[src/rtl/uart_tx.sv]
// 8N1 UART transmitter: valid/ready byte intake into a small FIFO, then LSB-first
// serialisation onto a registered tx line with back-to-back frames when data is queued.
module uart_tx #(
    parameter int unsigned CLKS_PER_BIT = 434,
    parameter int unsigned DEPTH        = 4,
    parameter int unsigned CNT_W        = 3
) (
    input  logic             clock,
    input  logic             reset_n,
    input  logic [7:0]       tx_data,
    input  logic             tx_valid,
    output logic             tx_ready,
    output logic             tx,
    output logic             busy,
    output logic [CNT_W-1:0] fifo_count
);

    localparam int unsigned PTR_W  = (DEPTH > 1) ? $clog2(DEPTH) : 1;
    localparam int unsigned BAUD_W = (CLKS_PER_BIT > 1) ? $clog2(CLKS_PER_BIT) : 1;
    localparam logic [BAUD_W-1:0] BAUD_LAST = BAUD_W'(CLKS_PER_BIT - 1);
    localparam logic [CNT_W-1:0]  CNT_FULL  = CNT_W'(DEPTH);

    typedef enum logic [1:0] {
        S_IDLE,
        S_START,
        S_DATA,
        S_STOP
    } state_t;

    state_t             state_q, state_d;
    logic [BAUD_W-1:0]  baud_q, baud_d;
    logic [2:0]         bit_idx_q, bit_idx_d;
    logic [7:0]         shift_q, shift_d;
    logic               tx_q, tx_d;
    logic               busy_q, busy_d;
    logic [CNT_W-1:0]   count_q, count_d;
    logic [PTR_W-1:0]   wr_ptr_q, wr_ptr_d;
    logic [PTR_W-1:0]   rd_ptr_q, rd_ptr_d;
    logic [7:0]         mem_q [DEPTH];
    logic [7:0]         mem_d [DEPTH];

    logic               push;
    logic               pop;
    logic               fifo_empty;
    logic               baud_last;
    logic [7:0]         head;

    assign tx_ready   = (count_q != CNT_FULL);
    assign push       = tx_valid && tx_ready;
    assign fifo_empty = (count_q == '0);
    assign baud_last  = (baud_q == BAUD_LAST);
    assign head       = mem_q[rd_ptr_q];

    assign tx         = tx_q;
    assign busy       = busy_q;
    assign fifo_count = count_q;

    // FIFO bookkeeping; a pop frees the head slot on the same edge
    always_comb begin
        wr_ptr_d = wr_ptr_q;
        rd_ptr_d = rd_ptr_q;
        mem_d    = mem_q;
        if (push) begin
            mem_d[wr_ptr_q] = tx_data;
            wr_ptr_d        = wr_ptr_q + PTR_W'(1);
        end
        if (pop) begin
            rd_ptr_d = rd_ptr_q + PTR_W'(1);
        end
        count_d = count_q + CNT_W'(push) - CNT_W'(pop);
    end

    // Frame sequencer; tx/busy are derived from the next state so they stay aligned with it
    always_comb begin
        state_d   = state_q;
        baud_d    = baud_q + BAUD_W'(1);
        bit_idx_d = bit_idx_q;
        shift_d   = shift_q;
        pop       = 1'b0;
        tx_d      = 1'b1;
        busy_d    = 1'b0;
        case (state_q)
            S_IDLE: begin
                baud_d = '0;
                if (!fifo_empty) begin
                    pop     = 1'b1;
                    shift_d = head;
                    state_d = S_START;
                end
            end
            S_START: begin
                if (baud_last) begin
                    baud_d    = '0;
                    bit_idx_d = '0;
                    state_d   = S_DATA;
                end
            end
            S_DATA: begin
                if (baud_last) begin
                    baud_d = '0;
                    if (bit_idx_q == 3'd7) begin
                        state_d = S_STOP;
                    end else begin
                        bit_idx_d = bit_idx_q + 3'd1;
                    end
                end
            end
            S_STOP: begin
                if (baud_last) begin
                    baud_d = '0;
                    if (!fifo_empty) begin
                        pop     = 1'b1;
                        shift_d = head;
                        state_d = S_START;
                    end else begin
                        state_d = S_IDLE;
                    end
                end
            end
            default: begin
                baud_d  = '0;
                state_d = S_IDLE;
            end
        endcase
        busy_d = (state_d != S_IDLE);
        case (state_d)
            S_START: tx_d = 1'b0;
            S_DATA:  tx_d = shift_d[bit_idx_d];
            default: tx_d = 1'b1;
        endcase
    end

    always_ff @(posedge clock or negedge reset_n) begin
        if (!reset_n) begin
            state_q   <= S_IDLE;
            baud_q    <= '0;
            bit_idx_q <= '0;
            shift_q   <= '0;
            tx_q      <= 1'b1;
            busy_q    <= 1'b0;
            count_q   <= '0;
            wr_ptr_q  <= '0;
            rd_ptr_q  <= '0;
            for (int i = 0; i < int'(DEPTH); i++) begin
                mem_q[i] <= '0;
            end
        end else begin
            state_q   <= state_d;
            baud_q    <= baud_d;
            bit_idx_q <= bit_idx_d;
            shift_q   <= shift_d;
            tx_q      <= tx_d;
            busy_q    <= busy_d;
            count_q   <= count_d;
            wr_ptr_q  <= wr_ptr_d;
            rd_ptr_q  <= rd_ptr_d;
            mem_q     <= mem_d;
        end
    end

endmodule
[config.mk]
export PLATFORM = sky130hd
export DESIGN_NAME = uart_tx
export DESIGN_NICKNAME = d
export VERILOG_FILES = /design/src/rtl/uart_tx.sv
export SDC_FILE = /design/constraint.sdc
export NUM_CORES = 1
export LEC_CHECK = 0
export CORE_ASPECT_RATIO = 0.8
export CORE_MARGIN = 8
export CORE_UTILIZATION = 30
export DETAILED_ROUTE_END_ITERATION = 12
export SLEW_MARGIN = 10
export SYNTH_ARGS = -nofsm -noshare
export SYNTH_HDL_FRONTEND = slang
export SYNTH_SLANG_ARGS = --single-unit
[constraint.sdc]
create_clock -name clock -period 3.4 [get_ports clock]
set_clock_uncertainty 0.15 [all_clocks]
set_input_delay 0.68 -clock clock [delete_from_list [all_inputs] [get_ports clock]]
set_output_delay 0.68 -clock clock [all_outputs]
set_load 0.1 [all_outputs]
# Word level (Yosys, flattened, before mapping)
# Cells that the tools add are included.
op_classes:
  n_addsub: 6
  order_cmp: 4
  n_eq_ne: 8
  muxes: 28
  bitwise_logic: 2
  n_reduce_logical: 6
ops:
  columns: ["operator", "n"]
  rows:
  - ["two-way mux 8 bit", 5]
  - ["bitwise mux 32 bit", 1]
  - ["one-hot mux 9 bit (2 select lines)", 1]
  - ["binary-select mux 8 bit (select 2 bit)", 1]
  - ["demux 8 bit (select 2 bit)", 1]
  - ["one-hot mux 8 bit (2 select lines)", 1]
  - ["two-way mux 2 bit", 5]
  - ["adder 9 x 1 -> 9 bit, second input constant", 1]
  - ["== test 9 bit, second input constant", 1]
  - ["two-way mux 3 bit", 3]
  - ["two-way mux 9 bit", 1]
  - ["one-hot mux 2 bit (4 select lines)", 1]
  - ["== test 2 bit, second input constant", 3]
  - [">= comparator 3 bit, second input constant", 2]
  - ["NOT 2 -> 3 bit", 2]
  - ["one-hot mux 3 bit (2 select lines)", 1]
  - ["adder 2 x 1 -> 2 bit, second input constant", 2]
  - ["== test 2 x 1 -> 1 bit, second input constant", 2]
  - ["< comparator 3 x 4 -> 1 bit, second input constant", 1]
  - ["two-way mux 1 bit", 4]
  - ["one-hot mux 1 bit (2 select lines)", 2]
  - ["adder 3 x 1 -> 3 bit", 1]
  - ["adder 3 x 1 -> 3 bit, second input constant", 1]
  - ["binary-select mux 1 bit (select 3 bit)", 1]
  - ["9 further kinds", 10]
totals:
  reg_bits: 63
  inputBits: 11
  out_inout_bits: 6
  word_cells: 67

# Depth between registers and ports, before layout
logic_depth:
  word_depth: 10
  ltp_mapped: 14
  ltp_nobuf: 13

# Worst setup path after synthesis
# OpenSTA, ideal clock, no wires.
synth_timing:
  path_kind: "register -> register"
  startpoint: "register count_q[2], in the netlist fifo_count[2]"
  endpoint: "register count_q[2], in the netlist fifo_count[2]"
  setup_ns: 0.162
  t_arrival_ns: 3.561
  t_required_ns: 3.088
  slack_ns: -0.473
  path_stages_with_launch: 12
  path_buffers: 1
  synth_period_minus_slack_ns: 3.873
  path_cell_list: "dfrtp_1 > nand2_1 > and2_1 > clkbuf_1 > inv_1 > ha_1 > inv_1 > ha_1 > inv_1 > fa_1 > xnor2_1 > xnor2_1"
synth_between:
  elab_cells_between_ends: 8
  classes_between: "add/sub (2); eq/ne (1); mux (3); reduce/logical (2)"
synth_lines:
  columns: ["item", "line", "text"]
  rows:
  - ["from (decl)", "36", "logic [CNT_W-1:0] count_q, count_d;"]
  - ["from (signal assigned)", "154", "count_q <= count_d;"]
  - ["inequality test 3 bit", "48", "assign tx_ready = (count_q != CNT_FULL);"]
  - ["net tx_ready", "12", "output logic tx_ready,"]
  - ["logical AND 1 bit", "49", "assign push = tx_valid && tx_ready;"]
  - ["adder 3 x 1 -> 3 bit", "70", "count_d = count_q + CNT_W'(push) - CNT_W'(pop);"]
  - ["subtractor 3 x 1 -> 3 bit", "70", null]
  - ["net count_d[2]", "36", null]
# The timed path passes the listed nets, and every way through them passes these cells.
# A chain may end at the register's enable or synchronous reset.

# Worst setup path after layout
layout_timing:
  startpoint: "register baud_q[1]"
  endpoint: "register count_q[2], in the netlist fifo_count[2]"
layout_between:
  elab_chain_cells: 4
layout_lines:
  columns: ["item", "line", "text"]
  rows:
  - ["from (decl)", "31", "logic [BAUD_W-1:0] baud_q, baud_d;"]
  - ["from (signal assigned)", "149", "baud_q <= baud_d;"]
  - ["== test 9 bit", "51", "assign baud_last = (baud_q == BAUD_LAST);"]
  - ["two-way mux 1 bit", "109", "if (baud_last) begin"]
  - ["one-hot mux 1 bit (2 select lines)", "82", "case (state_q)"]
  - ["net pop", "43", "logic pop;"]
  - ["subtractor 3 x 1 -> 3 bit", "70", null]
  - ["net count_d[2]", "36", null]
# The timed path passes the listed nets, and every way through them passes these cells.

==> summary.txt <==
Clock network
  • Maximum number of buffers from clock root to sink: 2
  • Hold buffer count at CTS: 0
  • Clock latency on the worst-skew pair: ~0.33 ns
  • CTS-repair resized insts: 0
  • Clock-pin slew on the worst setup and hold paths: 0.05 ns
  • Clock sinks: 63
  • Number of CTS-inserted buffers: 9
  • CTS tree: yes
  • CTS H-Tree Depth: 3
  • Root buffer selected by CTS: sky130_fd_sc_hd__clkbuf_16
  • Post-CTS setup buffer count: 0

Synth
  • Share of Yosys cell area claimed by the top area cell type: about half
  • Syn Nets: about 280
  • Cell taking the most area after synthesis: sky130_fd_sc_hd__dfrtp_1
  • Top area cells in the synthesized netlist: sky130_fd_sc_hd__dfrtp_1 50%, sky130_fd_sc_hd__mux2_2 13%, sky130_fd_sc_hd__ha_1 5.6%
  • Share of synthesized flip-flops with an asynchronous set or reset: 100.0%
  • Netlist area before placement: between 0.003 and 0.004 sq mm
  • Number of synthesized register bits: 63
  • Sequential cell area fraction in the yosys report: around half
  • Post-synthesis average cell area: 12.38 sq um
  • Ys flop type: sky130_fd_sc_hd__dfrtp_1
  • Number of cells produced by synthesis: between 200 and 300
  • Post-synth EDFFs: 0
  • Warnings, synthesis: 0
  • Yosys cell types: 51

Worst setup path
  • Required time of the worst setup path: between 3 and 4 ns
  • CP Launch Type: register
  • Reg-to-reg critical path startpoint: baud_q[1]
  • Cell depth of the worst flop-to-flop path: 13
  • Max FO, Critical Path: 7
  • Critical path class: reg -> reg
  • Kind of end point of the critical path: register
  • Source of the critical timing path: baud_q[1]
  • Arrival time of data at the critical path endpoint: between 3 and 4 ns

Global routing
  • First-pass GRT wire length: about 9.9 mm
  • Largest net degree at the start of global routing: 64
  • Vias in the first global route: between 1500 and 2000
  • Global router's overall resource usage: under 10%
  • Number of antenna violations at the first check in global routing: 0
  • GRT Residual Overflow: 0

Worst hold path
  • WHS Path Cells: 2
  • Type of the most critical hold path: reg -> reg
  • Min-Delay Startpoint: shift_q[5]

Placed design
  • Placer congestion estimate: roughly 0.75
  • Count of input and output buffers: 16
  • Detailed Place HPWL: around 4.1 mm

Routing
  • Violation count after the first detailed-routing iteration: 60
  • Per-cell via count in the routed design: between 4 and 5
  • Per-cell routed wire length: 14.04 um
  • Wire length reported by the detailed router: just under 6 mm
  • Post-route DRC violation count: 0
  • Antenna-violating nets left: 0
  • Number of vias in the routed layout: roughly 1900
  • Number of optimization iterations in the first detailed-route pass: 4

Cells and area
  • Antenna diodes: 0
  • Highest-count cells in the layout ignoring fill and taps: 59 x sky130_fd_sc_hd__dfrtp_1, 35 x sky130_fd_sc_hd__mux2_2, 23 x sky130_fd_sc_hd__inv_1, 22 x sky130_fd_sc_hd__nor2_1, 14 x sky130_fd_sc_hd__ha_1
  • Most common cell after layout, fill and taps aside: sky130_fd_sc_hd__dfrtp_1
  • Fraction of final layout cells with drive strength greater than 1: between 20% and 30%
  • Number of nets in the final layout: 300
  • Area Overhead vs Synth: 20.33%

Run
  • Maximum Capacitance Violations: 0

Timing
  • Clock period minus worst slack: around 3 ns
  • Upper clock frequency limit: 0.3421 GHz
  • Headroom to the max-slew limit: a little under half
  • TNS Setup: 0 ns
  • Slew at the pin with the worst max-slew slack: between 0.7 and 0.8 ns
  • Unrepaired setup endpoints after global routing: no
  • Final-report setup violation count: 0
  • Number of hold violations in the final report: 0
  • Final Cycle Share: between 80 and 90%
  • Hold Worst Slack: ~0.33 ns
  • Number of pins exceeding their max-slew limit in the final report: 0

Power
  • Static power due to leakage: ~1.7 nW
  • Worst supply voltage drop on vdd: roughly 0.00054 V
  • Power after layout: roughly 0.0038 W
  • Power Dens Cells: roughly 1000 mW/mm^2

Floorplan
  • Number of top-level pins: 17
  • Std-Cell Core Area: between 0.01 and 0.015 sq mm
  • Height of the chip: between 100 and 150 um
  • X dimension of the die: roughly 130 um
  • Overall die area: between 0.01 and 0.015 sq mm
  • Starting density of the core: a little under a third
  • Num rows: 33

Run status
  • Result of the run: finished, final reports clean
## critical path, stage by stage, from the launching register on
cell	delay [ns]
sky130_fd_sc_hd__dfrtp_1	0.41
sky130_fd_sc_hd__inv_1	0.07
sky130_fd_sc_hd__ha_1	0.13
sky130_fd_sc_hd__and4_4	0.24
sky130_fd_sc_hd__a31oi_1	0.09
sky130_fd_sc_hd__or3_1	0.46
sky130_fd_sc_hd__clkinv_2	0.15
sky130_fd_sc_hd__ha_1	0.24
sky130_fd_sc_hd__inv_1	0.05
sky130_fd_sc_hd__ha_1	0.13
sky130_fd_sc_hd__inv_1	0.05
sky130_fd_sc_hd__fa_1	0.37
sky130_fd_sc_hd__xnor2_1	0.18
sky130_fd_sc_hd__xnor2_1	0.13
## cell type report
type                    instances  area, sq um
well taps                     140        175.2
clock inverters                 7        121.4
fillers                       984         6444
repair buffers                 17        147.6
multi-input cells             159         1413
clock buffers                   9        225.2
inverters                      24        91.34
flip-flops and latches         63         1582
## stage by stage
stage	area [sq um]	std cells	setup slack (ns)	utilization, %
after floorplan	3127	252	0.2446	-
after global placement	3408	403	0.5245	33.42
after detailed placement	3408	403	0.4598	33.42
after CTS	3755	419	0.4456	36.82
after global routing	3755	419	0.2751	36.82
final	3755	419	0.4770	36.82
## layer usage
layer | part of all wire, % | global-route usage [%] | vias up
met2 | 45 | 14.03 | 22
met1 | 51 | 11.76 | 949
met5 | 0 | 0 | -
li1 | - | - | 918
met4 | 1.3 | 2.730 | 0
met3 | 2.3 | 3.423 | 8
## synthesized netlist by cell type, drive strengths merged (2+ instances only)
| cell type | number |
|---|---|
| inv | 23 |
| xor2 | 2 |
| nand3 | 4 |
| a31oi | 3 |
| nand2b | 2 |
| ha | 14 |
| or3 | 2 |
| and2 | 2 |
| mux4 | 5 |
| buf | 3 |
| dfrtp | 62 |
| mux2 | 36 |
| mux2i | 6 |
| clkbuf | 3 |
| nor2 | 22 |
| a22o | 3 |
| nand2 | 14 |
| o21ai | 3 |
| a2bb2oi | 4 |
| nor3 | 3 |
| xnor2 | 10 |
| a21oi | 5 |
| a22oi | 4 |
## state kept, by name (all words and copies together), names as in the netlist
name	count
mem_q	32
baud_q	9
shift_q	8
bit_idx_q	3
fifo_count	3
rd_ptr_q	2
state_q	2
wr_ptr_q	2
busy	1
tx	1
## path summary, 6_finish.rpt
kind | end | slack [ns]
max | fifo_count[2] | 0.48
min | shift_q[5] | 0.33
max reg2reg | fifo_count[2] | 0.48
min reg2reg | shift_q[5] | 0.33
max in group asynchronous | fifo_count[0] | 2.19
min in group asynchronous | busy | 0.36
## cell families after synthesis
| family | synth area share [%] |
|---|---|
| AO/OA/AOI/OAI | 8.300 |
| XOR/XNOR | 3.368 |
| adder cells (fa/ha/maj) | 6.255 |
| buffers and inverters | 4.250 |
| flip-flops | 50.56 |
| multiplexers | 18.77 |
| AND/OR/NAND/NOR | 8.501 |
## power by group
group	leakage (nW)	total, W	internal (W)	switching, W
clock network	0.170	0.00105	0.000717	0.000330
registers	0.778	0.00130	0.00107	0.000235
logic	0.743	0.00144	0.000654	0.000782
No activity file was read; power rests on OpenSTA's default activity.
